[src/rtl/dpi_stream_sequencer.sv]
// Packet sequencer for one regex-matcher slice: restores per-stream state,
// streams payload bytes, closes the packet with eop and reports the match flag.
module dpi_stream_sequencer #(
    parameter int   NSTREAM = 64,
    parameter int   SID_W   = 6,
    parameter int   DRAIN   = 2,
    parameter logic EN_RST  = 1'b1
) (
    input  logic             clk,
    input  logic             rst_n,
    input  logic             pkt_valid,
    output logic             pkt_ready,
    input  logic [7:0]       pkt_data,
    input  logic             pkt_sop,
    input  logic             pkt_eop,
    input  logic [SID_W-1:0] pkt_sid,
    input  logic             cfg_wr,
    input  logic [SID_W-1:0] cfg_sid,
    input  logic             cfg_en,
    input  logic             cfg_clear,
    output logic             load_state,
    output logic [SID_W-1:0] stream_id,
    output logic             new_stream_id,
    output logic             enable,
    output logic [7:0]       char_in,
    output logic             char_in_vld,
    output logic             eop,
    input  logic             fired,
    output logic             res_valid,
    output logic [SID_W-1:0] res_sid,
    output logic             res_fired,
    output logic             err_sop,
    output logic [15:0]      drop_cnt
);

    localparam int CNT_W = (DRAIN > 1) ? $clog2(DRAIN) : 1;

    typedef enum logic [2:0] {
        S_IDLE   = 3'd0,
        S_LOAD   = 3'd1,
        S_GAP    = 3'd2,
        S_STREAM = 3'd3,
        S_DRAIN  = 3'd4,
        S_EOP    = 3'd5,
        S_RESULT = 3'd6
    } state_t;

    state_t             state_q, state_d;
    logic               live_q, live_d;
    logic [NSTREAM-1:0] seen_q, seen_d;
    logic [NSTREAM-1:0] mask_q, mask_d;
    logic [CNT_W-1:0]   drain_cnt_q, drain_cnt_d;
    logic               first_done_q, first_done_d;
    logic               load_state_q, load_state_d;
    logic [SID_W-1:0]   stream_id_q, stream_id_d;
    logic               new_stream_id_q, new_stream_id_d;
    logic               enable_q, enable_d;
    logic               eop_q, eop_d;
    logic               res_valid_q, res_valid_d;
    logic [SID_W-1:0]   res_sid_q, res_sid_d;
    logic               res_fired_q, res_fired_d;
    logic               err_sop_q, err_sop_d;
    logic [15:0]        drop_cnt_q, drop_cnt_d;
    logic               pkt_ready_s;
    logic               char_vld_s;
    logic               close_s;

    // Next-state, per-stream tables and handshake decode
    always_comb begin
        state_d         = state_q;
        live_d          = 1'b1;
        drain_cnt_d     = drain_cnt_q;
        first_done_d    = first_done_q;
        load_state_d    = 1'b0;
        stream_id_d     = stream_id_q;
        new_stream_id_d = new_stream_id_q;
        enable_d        = enable_q;
        eop_d           = 1'b0;
        res_valid_d     = 1'b0;
        res_sid_d       = res_sid_q;
        res_fired_d     = res_fired_q;
        err_sop_d       = 1'b0;
        drop_cnt_d      = drop_cnt_q;
        pkt_ready_s     = 1'b0;
        char_vld_s      = 1'b0;
        close_s         = 1'b0;
        mask_d          = mask_q;
        if (cfg_clear) begin
            seen_d = '0;
        end else begin
            seen_d = seen_q;
        end
        if (cfg_wr) begin
            mask_d[cfg_sid] = cfg_en;
        end else begin
            mask_d = mask_q;
        end

        case (state_q)
            S_IDLE: begin
                // A sop beat is held in the FIFO; it is consumed later as data
                pkt_ready_s = live_q & ~(pkt_valid & pkt_sop);
                if (live_q && pkt_valid && pkt_sop) begin
                    state_d         = S_LOAD;
                    load_state_d    = 1'b1;
                    stream_id_d     = pkt_sid;
                    new_stream_id_d = ~(seen_q[pkt_sid] & ~cfg_clear);
                    enable_d        = (cfg_wr && (cfg_sid == pkt_sid)) ? cfg_en : mask_q[pkt_sid];
                end else if (live_q && pkt_valid && (drop_cnt_q != 16'hFFFF)) begin
                    drop_cnt_d = drop_cnt_q + 16'd1;
                end else begin
                    drop_cnt_d = drop_cnt_q;
                end
            end
            S_LOAD: begin
                seen_d[stream_id_q] = 1'b1;
                first_done_d        = 1'b0;
                state_d             = S_GAP;
            end
            S_GAP: begin
                state_d = S_STREAM;
            end
            S_STREAM: begin
                if (pkt_valid && pkt_sop && first_done_q) begin
                    err_sop_d = 1'b1;
                    close_s   = 1'b1;
                end else begin
                    pkt_ready_s = 1'b1;
                    if (pkt_valid) begin
                        char_vld_s   = 1'b1;
                        first_done_d = 1'b1;
                        close_s      = pkt_eop;
                    end else begin
                        char_vld_s = 1'b0;
                    end
                end
            end
            S_DRAIN: begin
                if (drain_cnt_q == '0) begin
                    state_d = S_EOP;
                    eop_d   = 1'b1;
                end else begin
                    drain_cnt_d = drain_cnt_q - CNT_W'(1);
                end
            end
            S_EOP: begin
                state_d     = S_RESULT;
                res_valid_d = 1'b1;
                res_sid_d   = stream_id_q;
                res_fired_d = fired & enable_q;
            end
            S_RESULT: begin
                state_d = S_IDLE;
            end
            default: begin
                state_d = S_IDLE;
            end
        endcase

        if (close_s && (DRAIN == 0)) begin
            state_d = S_EOP;
            eop_d   = 1'b1;
        end else if (close_s) begin
            state_d     = S_DRAIN;
            drain_cnt_d = CNT_W'(DRAIN - 1);
        end else begin
            drain_cnt_d = drain_cnt_d;
        end
    end

    // State, tables and registered slice/result outputs
    always_ff @(posedge clk or negedge rst_n) begin
        if (!rst_n) begin
            state_q         <= S_IDLE;
            live_q          <= 1'b0;
            seen_q          <= '0;
            mask_q          <= {NSTREAM{EN_RST}};
            drain_cnt_q     <= '0;
            first_done_q    <= 1'b0;
            load_state_q    <= 1'b0;
            stream_id_q     <= '0;
            new_stream_id_q <= 1'b0;
            enable_q        <= 1'b0;
            eop_q           <= 1'b0;
            res_valid_q     <= 1'b0;
            res_sid_q       <= '0;
            res_fired_q     <= 1'b0;
            err_sop_q       <= 1'b0;
            drop_cnt_q      <= 16'd0;
        end else begin
            state_q         <= state_d;
            live_q          <= live_d;
            seen_q          <= seen_d;
            mask_q          <= mask_d;
            drain_cnt_q     <= drain_cnt_d;
            first_done_q    <= first_done_d;
            load_state_q    <= load_state_d;
            stream_id_q     <= stream_id_d;
            new_stream_id_q <= new_stream_id_d;
            enable_q        <= enable_d;
            eop_q           <= eop_d;
            res_valid_q     <= res_valid_d;
            res_sid_q       <= res_sid_d;
            res_fired_q     <= res_fired_d;
            err_sop_q       <= err_sop_d;
            drop_cnt_q      <= drop_cnt_d;
        end
    end

    assign pkt_ready     = pkt_ready_s;
    assign char_in_vld   = char_vld_s;
    assign char_in       = char_vld_s ? pkt_data : 8'd0;
    assign load_state    = load_state_q;
    assign stream_id     = stream_id_q;
    assign new_stream_id = new_stream_id_q;
    assign enable        = enable_q;
    assign eop           = eop_q;
    assign res_valid     = res_valid_q;
    assign res_sid       = res_sid_q;
    assign res_fired     = res_fired_q;
    assign err_sop       = err_sop_q;
    assign drop_cnt      = drop_cnt_q;

endmodule

[config.mk]
export PLATFORM = sky130hd
export DESIGN_NAME = dpi_stream_sequencer
export DESIGN_NICKNAME = d
export VERILOG_FILES = /design/src/rtl/dpi_stream_sequencer.sv
export SDC_FILE = /design/constraint.sdc
export NUM_CORES = 1
export LEC_CHECK = 0
export BUFFER_PORTS_ARGS = -buffer_cell sky130_fd_sc_hd__clkbuf_2
export CAP_MARGIN = 5
export CORE_MARGIN = 2
export CORE_UTILIZATION = 50
export CTS_BUF_LIST = sky130_fd_sc_hd__clkbuf_8 sky130_fd_sc_hd__clkbuf_16
export DETAILED_ROUTE_END_ITERATION = 10
export GPL_TIMING_DRIVEN = 0
export HOLD_SLACK_MARGIN = 0.02
export PLACE_DENSITY = 0.82
export RECOVER_POWER = 25
export SYNTH_ARGS = -nofsm -noshare
export SYNTH_HDL_FRONTEND = slang
export SYNTH_SLANG_ARGS = --single-unit
[constraint.sdc]
create_clock -name clk -period 1.85 [get_ports clk]
set_input_delay 0.0925 -clock clk [delete_from_list [all_inputs] [get_ports clk]]
set_output_delay 0.0925 -clock clk [all_outputs]
set_load 0.02 [all_outputs]
# Yosys cells after proc, flatten, opt, wreduce, memory -nomap -nowiden
# Cells that the tools add are included.
[totals]
output_inout_bits = 45
memories = 0
mem_bits_ro = 0
ff_bits = 169
latchBits = 0
ramBits = 0
inputBits = 29
word_cells = 97
[op_classes]
shift = 0
n_eq_ne = 12
n_addsub = 2
multipliers = 0
mux = 38
bitwise_logic = 9
div = 0
reduce_logical = 15
magnitude_cmp = 5
[ops]
columns = ["cell", "n"]
rows = [
  ["$mux 64", 2],
  ["$bwmux 64", 1],
  ["$or 64x64->64", 1],
  ["$mux 1", 24],
  ["$lt 6x7->1 const B", 3],
  ["$pmux 3 s6", 1],
  ["$add 16x1->16 const B", 1],
  ["$ne 16x16->1 const B", 1],
  ["$bmux 1 s6", 2],
  ["$demux 1 s6", 2],
  ["$ge 6x1->1 const B", 2],
  ["$mux 3", 3],
  ["$reduce_and 3->1", 3],
  ["$logic_and 1x1->1", 8],
  ["$mux 8", 1],
  ["$eq 3x2->1 const B", 2],
  ["$eq 3x3->1 const B", 2],
  ["$eq 6x6->1", 1],
  ["$ne 2x2->1 const B", 3],
  ["$ne 3x3->1 const B", 2],
  ["$and 1x1->1", 4],
  ["$not 1->1", 4],
  ["$pmux 1 s2", 2],
  ["$reduce_bool 2->1", 2],
  ["4 further kinds", 4],
]

# Logic depth before layout (Yosys ltp)
[logic_depth]
ltp_word = 6
mapped_depth = 8
ltp_nobuf = 6

# Worst setup path before layout
# Ideal clock, no wire load.
[synth_path]
kind = "reg-to-output"
from = "register state_q[0]"
to = "output port char_in[0]"
path_buffers = 0
setup_slack_ns = -0.421
arrival_ns = 2.179
path_stages_with_launch = 4
required_ns = 1.757
path_cell_list = "dfrtp_1 > nand2_1 > a2111oi_1 > and2_1"
[synth_between]
elab_chain_cells = 3
[synth_lines]
columns = ["item", "line", "text"]
rows = [
  ["from (decl)", "48", "state_t state_q, state_d;"],
  ["from (signal assigned)", "191", "state_q <= state_d;"],
  ["$eq 3x2->1", "99", "case (state_q)"],
  ["$mux 1", "99", ""],
  ["net char_in_vld", "26", "output logic char_in_vld,"],
  ["$mux 8", "212", "assign char_in = char_vld_s ? pkt_data : 8'd0;"],
  ["to (decl)", "25", "output logic [7:0] char_in,"],
]
# The timed path passes the listed nets, and every way through them passes these cells.

# Worst setup path in the final report
[layout_path]
from = "register state_q[0]"
to = "register new_stream_id_q (netlist: new_stream_id)"
[layout_between]
elab_chain_cells = 2
[layout_lines]
columns = ["item", "line", "text"]
rows = [
  ["$logic_not 3->1", "99", ""],
  ["$reduce_and 2->1 (no line)", "-", ""],
  ["to (signal assigned)", "199", "new_stream_id_q <= new_stream_id_d;"],
  ["to (decl)", "56", "logic new_stream_id_q, new_stream_id_d;"],
]
# No other way between the ends.
# A chain may end at the register's enable or synchronous reset.

==> metrics.txt <==
outcome complete, but fails checks; violated checks negative hold slack, negative setup slack; row count 47; GR Overflow Total 0; Post-Syn Instances about 760; syn avg cell area 11.2 sq um; post-layout power 0.0118 W; Initial DRT Pass Iterations 5; critical-path maximum fanout 6; routed vias/inst roughly 6.0; die height 134 um; overall routed net length 22.5 mm; post-synth top area share 31.0%; Die ar. between 0.015 and 0.02 sq mm; mapped cell area 0.00848 sq mm; ys flop type dfrtp_1; Final Hold Viols 1; Finished Core Util 61.1%; Distinct cells, synth 54; core box area 0.0166 sq mm; Clock Skew 11.9 ps; H-tree depth 4; Lkg Pwr around 4.3 nW; crit path DAT between 2000 and 2500 ps; WL/cell 20.4 um; Pins Over Slew Limit 0; f_max 507 MHz; initial cell density of the core 51.1%; largest net degree at the start of global routing 104; most common cell in the netlist dfrtp_1; CTS buffer count 17; sequential area share after synthesis 50.8%; register-to-register setup slack -120 ps; fin crit share 107%; dominant cell type by area after synthesis dfrtp_1; ratio of cells with drive above 1 in the final layout 35.6%; initial DRC count ~680; detailed placement HPWL 14.3 mm; initial antenna violation count 0; Final min period 1970 ps; CTS tree built; via count 6,579; worst endpoint required time 2160 ps; Pwr Density 1160 mW/mm^2; CTS root buf clkbuf_16; final setup margin -122 ps; Post-synth EDFFs 0; Yosys reg bits 169; latest clock arrival within the worst-skew pair between 400 and 500 ps; Final Hold Slack -0.0481 ps; most frequent cells after synthesis dfrtp_1, nand2_1, mux2_2; Slew @ Worst Pin 1310 ps; Longest Clk Path Bufs 2; Slew headroom between 10% and 20%; Post-layout nets 897; CP Capture Type flip-flop; Remaining DRCs 0; Net Count, Synth 787; Syn-to-layout area delta 19.6%; cells along the critical path or3b_4 > or3_4 > a2111oi_4 > o311ai_2 > o2111a_1; Clk pin slew, worst setup/hold paths 60 ps; I/O Pins 74; # clock sinks 169; Worst path max stage delay 430 ps; Setup Viol. Count Final 15; setup TNS -592 ps; Slowest-stage cell, CP or3b_4; Port Buffers 67; delay-heaviest family, CP simple AND/OR/NAND/NOR gates; peak supply drop 0.000786 V; crit path launch type flip-flop; asr flop ratio synth 100%; RSZ-0062 raised after global routing yes; post-route ant nets 0; all-layer global routing usage 25.5%; worst setup path class reg -> reg; die width 134 um; Synth area leaders dfrtp_1, dfstp_2, mux2_2; GPL Wtd Cong 0.860; yosys warns 0; wire length of the first global-routing pass between 30 and 40 mm; Max-cap violations 0; HP Class in -> reg; vias in the first global route between 6,000 and 7,000; worst path bufs/invs 0
==> logic make-up after synthesis <==
family / share of synthesized area [%]
adder cells (fa/ha/maj): 0.148
other: 0.0442
AO/OA/AOI/OAI: 7.31
flip-flops: 50.8
AND/OR/NAND/NOR: 14.8
buffers and inverters: 6.14
XOR/XNOR: 2.17
multiplexers: 18.6
==> worst min-delay path, stage by stage <==
cell and delay, ps:
clkbuf_2 80, nand2_1 120, o21ai_0 90
==> cells in the final DEF (no fill, tap or decap), types with 8 or more instances in the layout <==
master,Yosys,routed
nor3_1,9,8
buf_4,2,28
dfstp_2,64,64
clkbuf_2,0,41
nor3b_1,8,8
mux2_2,70,69
dfrtp_1,105,101
or3_1,12,9
nand2_1,90,87
xnor2_1,12,12
nand3_1,14,13
inv_1,68,69
o22ai_1,64,64
clkbuf_1,36,49
nor2_1,42,41
xor2_1,9,9
buf_6,4,10
buf_2,7,8
mux4_1,8,8
mux4_2,23,23
nand3b_1,9,9
clkbuf_16,0,17
==> final cells by class <==
class	count	area, sq um
multi-input combinational	466	3770
clock inverter	14	254
timing repair buffer	95	596
sequential	169	4310
antenna	1	2.50
buffer	49	243
tap	220	275
clock buffer	17	425
inverter	69	262
fill	1275	6440
==> what timing repair did <==
action                                  CTS  global route
resized for setup                        15            53
hold buffers                              2             0
buffers inserted                          8            16
endpoints found under the hold margin    65             0
gates cloned                              1             1
pin swaps                                 4             5
endpoints found under the setup margin   63            56
==> sequential cells by signal (all words and copies together), names as in the netlist, 3 cells and up <==
| register | flops |
|---|---|
| drop_cnt | 16 |
| res_sid | 6 |
| state_q | 3 |
| stream_id | 6 |
| mask_q | 64 |
| seen_q | 64 |
==> power by group <==
group | leakage [nW] | internal [W] | switching [W]
clock | 0.334 | 0.00265 | 0.00147
combinational | 1.85 | 0.00119 | 0.00176
sequential | 2.08 | 0.00432 | 0.000361
total | 4.27 | 0.00816 | 0.00359
==> per-stage QoR <==
stage | instances | instance area [sq um] | setup WS (ps)
finish | 1100 | 10100 | -122
global route | 1099 | 10100 | -165
CTS | 1086 | 9950 | -104
detailed placement | 1045 | 9130 | -190
global placement | 1044 | 9090 | -2270
floorplan | 757 | 8480 | -38.6
==> layer usage <==
layer  up-vias  routed length (um)  track usage [%]
li1       2887                   -                -
met1      3303                9000             33.1
met2       327               11100             40.8
met3        62                1670             6.24
met4         0                 665             11.2
met5         -                   0                0
==> path summary, 6_finish.rpt <==
| check | from | cells after the start | to |
|---|---|---|---|
| worst max-delay path | state_q[0] | 5 | new_stream_id |
| worst max register to register | state_q[0] | 5 | new_stream_id |
| max in group asynchronous | rst_n | 3 | mask_q[4] |
| worst min register to register | drain_cnt_q | 1 | eop |
| worst min-delay path | fired | 3 | res_fired |
| min in group asynchronous | rst_n | 2 | err_sop |
Power figures use the tool's default switching activity.
